$ cat src/rtl/fft8_pkg.sv
// Shared constants and types for the 8-point FFT front end.
package fft8_pkg;

  localparam int DW    = 32;
  localparam int FFT_N = 8;

  typedef enum logic [1:0] {
    EMPTY   = 2'd0,
    FILLING = 2'd1,
    FULL    = 2'd2
  } bank_state_t;

  typedef logic signed [DW-1:0] sample_t;

endpackage

$ cat src/rtl/fft8_bank.sv
// One frame of FFT_N samples: single lane write port, whole-frame read port.
module fft8_bank
  import fft8_pkg::*;
#(
  parameter int DW = fft8_pkg::DW
) (
  input  logic                clk,
  input  logic                rst,
  input  logic                we,
  input  logic [2:0]          idx,
  input  logic [DW-1:0]       wdata,
  output logic [FFT_N*DW-1:0] rdata
);

  logic [FFT_N-1:0][DW-1:0] mem;

  always_ff @(posedge clk or posedge rst) begin
    if (rst) begin
      mem <= '0;
    end else if (we) begin
      mem[idx] <= wdata;
    end
  end

  // Packed layout puts lane k at bits [k*DW +: DW].
  assign rdata = mem;

endmodule

$ cat src/rtl/fft8_frame_loader.sv
// Serial-to-parallel loader: ping-pongs two sample banks into 8-lane frames for the FFT.
module fft8_frame_loader
  import fft8_pkg::*;
#(
  parameter int DW = fft8_pkg::DW
) (
  input  logic                clk,
  input  logic                rst,
  input  logic [DW-1:0]       s_data,
  input  logic                s_valid,
  input  logic                s_last,
  output logic                s_ready,
  output logic [8*DW-1:0]     m_data,
  output logic                m_valid,
  input  logic                m_ready,
  output logic                err_short,
  output logic [15:0]         frame_cnt
);

  bank_state_t bst_q [2];
  bank_state_t bst_d [2];
  logic        wr_bank_q, wr_bank_d;
  logic        rd_bank_q, rd_bank_d;
  logic [2:0]  wr_idx_q, wr_idx_d;
  logic        err_q, err_d;
  logic [15:0] cnt_q, cnt_d;

  logic              accept, deliver, short_last;
  logic              we0, we1;
  logic [8*DW-1:0]   rdata0, rdata1;

  fft8_bank #(.DW(DW)) u_bank0 (
    .clk   (clk),
    .rst   (rst),
    .we    (we0),
    .idx   (wr_idx_q),
    .wdata (s_data),
    .rdata (rdata0)
  );

  fft8_bank #(.DW(DW)) u_bank1 (
    .clk   (clk),
    .rst   (rst),
    .we    (we1),
    .idx   (wr_idx_q),
    .wdata (s_data),
    .rdata (rdata1)
  );

  always_ff @(posedge clk or posedge rst) begin
    if (rst) begin
      bst_q[0]  <= EMPTY;
      bst_q[1]  <= EMPTY;
      wr_bank_q <= 1'b0;
      rd_bank_q <= 1'b0;
      wr_idx_q  <= '0;
      err_q     <= 1'b0;
      cnt_q     <= '0;
    end else begin
      bst_q[0]  <= bst_d[0];
      bst_q[1]  <= bst_d[1];
      wr_bank_q <= wr_bank_d;
      rd_bank_q <= rd_bank_d;
      wr_idx_q  <= wr_idx_d;
      err_q     <= err_d;
      cnt_q     <= cnt_d;
    end
  end

  // Accept only targets a non-FULL write bank and deliver only a FULL read
  // bank, so the two updates below never touch the same bank.
  always_comb begin
    bst_d[0]  = bst_q[0];
    bst_d[1]  = bst_q[1];
    wr_bank_d = wr_bank_q;
    rd_bank_d = rd_bank_q;
    wr_idx_d  = wr_idx_q;
    cnt_d     = cnt_q;
    err_d     = short_last;

    if (deliver) begin
      bst_d[rd_bank_q] = EMPTY;
      rd_bank_d        = ~rd_bank_q;
      cnt_d            = cnt_q + 16'd1;
    end

    if (accept) begin
      if (short_last) begin
        bst_d[wr_bank_q] = EMPTY;
        wr_idx_d         = '0;
      end else if (wr_idx_q == 3'd7) begin
        bst_d[wr_bank_q] = FULL;
        wr_bank_d        = ~wr_bank_q;
        wr_idx_d         = '0;
      end else begin
        bst_d[wr_bank_q] = FILLING;
        wr_idx_d         = wr_idx_q + 3'd1;
      end
    end
  end

  always_comb begin
    s_ready    = !((bst_q[0] == FULL) && (bst_q[1] == FULL));
    m_valid    = (bst_q[rd_bank_q] == FULL);
    m_data     = rd_bank_q ? rdata1 : rdata0;
    accept     = s_valid & s_ready;
    deliver    = m_valid & m_ready;
    short_last = accept & s_last & (wr_idx_q != 3'd7);
    we0        = accept & ~short_last & ~wr_bank_q;
    we1        = accept & ~short_last & wr_bank_q;
  end

  assign err_short = err_q;
  assign frame_cnt = cnt_q;

endmodule

$ cat config.mk
export PLATFORM = sky130hd
export DESIGN_NAME = fft8_frame_loader
export DESIGN_NICKNAME = d
export VERILOG_FILES = /design/src/rtl/fft8_pkg.sv /design/src/rtl/fft8_bank.sv /design/src/rtl/fft8_frame_loader.sv
export SDC_FILE = /design/constraint.sdc
export NUM_CORES = 1
export LEC_CHECK = 0
export ABC_CLOCK_PERIOD_IN_PS = 19700
export BUFFER_PORTS_ARGS = -buffer_cell sky130_fd_sc_hd__buf_2
export CAP_MARGIN = 20
export CORE_UTILIZATION = 30
export CTS_CLUSTER_DIAMETER = 40
export DETAILED_ROUTE_END_ITERATION = 12
export GPL_TIMING_DRIVEN = 0
export PLACE_DENSITY_LB_ADDON = 0.15
export RECOVER_POWER = 100
export SYNTH_ARGS = -nofsm -noshare
export SYNTH_HDL_FRONTEND = slang
export SYNTH_HIERARCHICAL = 1
export SYNTH_SLANG_ARGS = --single-unit
$ cat constraint.sdc
create_clock -name clk -period 19.7 [get_ports clk]
set_input_delay 1.97 -clock clk [delete_from_list [all_inputs] [get_ports clk]]
set_output_delay 1.97 -clock clk [all_outputs]
set_load 0.005 [all_outputs]
==> reports/metrics.cfg <==
[status]
outcome=finished, violations left
violations=capacitance limit, slew limit

[yosys]
netlist_area_um2=23500
synth_top_cell_by_area=dfrtp_1
synth_edf_count=0
synth_area_leaders=dfrtp_1, mux2_2, mux2_1
synth_seq_area_share=0.572
syn_avg_cell_area_um2=15.7
yosysTopAreaCellShare=0.572
ys.flop_type=dfrtp_1
synth_cell_types=39
syn-num-nets=1541
synth-seq-cells=538
syn_inst=1501
synth-async-reset-ratio=1.00
yosysWarnings=6

[layout]
drive_gt1_frac=0.518
final_cell_mix=mux2_2, dfrtp_1, clkbuf_1
final_nets=1965
final_common_cell=mux2_2
final_cells=3055
diodes=0
area_delta_synth_final_pct=26.5

[clocking]
insertion_delay_ns=0.63
ctsHoldBuffers=0
cts.clk_slew.worst_paths_ns=0.05
post_cts_buffers=0
cts_made_buffers=106
cts-root-buf=clkbuf_16
cts_resized=0
htreeDepth=3
cts_tree=yes
cts_buffer_depth=3
cts_sinks=538

[route]
drc=0
via_per_inst=4.64
ant_nets=0
num_vias=14185
dr.pass1.iters=6
wl_um=71400
initialDrtViolationCount=494
wire_per_inst_um=23.4

[timing]
min_period_ns=9.47
hold_ws_ns=0.462
fin_worst_skew_ns=0.0180
tightest_slew_ns=6.44
rsz0062_at_grt=no
finalSetupTns_ns=0
relSlewSlack=-3.29
max_freq_mhz=106
hold_violations=0
post-route-period-util=0.481
setup_violations=0
drv_slew=428

[placement]
dp_hpwl_um=47200
gp_congestion=0.729
post-place-cells=2856
io_buffers=311

[worst_setup_path]
cp-end-kind=async pin
worstSetupStartpoint=rst
critPathRequiredTime_ns=18.85
reg2reg_depth=8
critical_path_class=in2async
r2r_start=bst_q[3]$_DFF_PP0_
critPathLaunchType=input pin
crit_fanout=106
cp.arrival_ns=8.61

[min_path]
hold-path-cell-count=1
min-delay-start=frame_cnt[15]$_DFFE_PP0N_
hp-class=reg2reg

[grt]
grt_overflow_total=0
grt_max_degree=107
grt_pass1_vias=15483
grt_pass1_wl_um=105000
grt_antenna_before_repair=1
grtUsageTotal=0.181

[floorplan]
die-area_um2=79500
die_width_um=282
ioPinCount=312
rows=102
start_util=0.304
core_area_um2=77500
die_h_um=282

[power_and_ir_drop]
max-vdd-ir-drop_mv=0.0644
p_per_area_nw_per_um2=130
power_mw=3.88
leakage_nw=14.5

[job]
drv_cap=7

[cell families (layout without fill, tap and decap cells)]
logic type,after synthesis,in the layout,share of synthesized area
simple gates,68,68,0.0213
mux,772,772,0.370
flops,538,538,0.572
compound gates,8,8,0.00266
fa+ha+maj,3,3,0.00160
xor+xnor,16,16,0.00596
buf+inv,96,610,0.0266
[metal layers]
metal | up-vias | wire length [um] | global-route usage | part of all wire
li1 | 6308 | - | - | -
met5 | - | 0 | 0 | 0
met1 | 7481 | 31000 | 0.231 | 0.43
met3 | 95 | 3870 | 0.0454 | 0.054
met2 | 301 | 34800 | 0.300 | 0.49
met4 | 0 | 1700 | 0.0566 | 0.024
[worst max-delay path: stages]
cell        delay, ns
clkbuf_1         0.12
clkinvlp_2       1.69
clkbuf_1         4.59
[cell type report]
| cell class | instances | area, um^2 |
|---|---|---|
| inverters | 5 | 21.3 |
| fillers | 7412 | 47700 |
| well taps | 1040 | 1300 |
| clock buffers | 137 | 3000 |
| clock inverters | 61 | 836 |
| flip-flops and latches | 538 | 13500 |
| plain buffers | 91 | 362 |
| multi-input cells | 867 | 9380 |
| repair buffers | 316 | 1410 |
[Yosys cell counts (all sizes together) (4+ instances only)]
| library cell | number |
|---|---|
| nand3 | 6 |
| mux2 | 772 |
| xnor2 | 8 |
| nand4 | 6 |
| xor2 | 8 |
| nand2 | 18 |
| nor2 | 6 |
| buf | 89 |
| nor4bb | 6 |
| dfrtp | 538 |
| nor3 | 4 |
| inv | 5 |
| nand4b | 7 |
[power by group]
| part | switching, mW | internal [mW] |
|---|---|---|
| combinational | 0.294 | 0.320 |
| clock | 0.606 | 1.29 |
| sequential | 0.0810 | 1.29 |
| total | 0.981 | 2.90 |
[registers in the layout, summed over array words and instances, names as in the netlist]
register / cells
u_bank1/rdata: 256
bst_q: 4
err_short: 1
u_bank0/rdata: 256
wr_idx_q: 3
wr_bank_q: 1
rd_bank_q: 1
frame_cnt: 16
[per-stage QoR]
step / area [um^2] / setup WS, ns / utilization
2_1_floorplan: 23500 / 10.69 / -
3_3_place_gp: 26400 / 5.32 / 0.341
3_5_place_dp: 26500 / 15.22 / 0.342
4_1_cts: 30300 / 14.56 / 0.392
5_1_grt: 29800 / 8.63 / 0.384
6_report: 29800 / 10.23 / 0.384
[path summary, 6_finish.rpt]
kind                                                 endpoint  slack [ns]
worst min-delay path                frame_cnt[15]$_DFFE_PP0N_        0.46
worst max register to register  u_bank0/rdata[13]$_DFFE_PP0P_       14.89
max in group clk                u_bank0/rdata[13]$_DFFE_PP0P_       14.04
worst min register to register      frame_cnt[15]$_DFFE_PP0N_        0.46
min in group asynchronous           frame_cnt[15]$_DFFE_PP0N_        1.39
worst max-delay path            u_bank1/rdata[73]$_DFFE_PP0P_       10.23
Power figures use the tool's default switching activity.
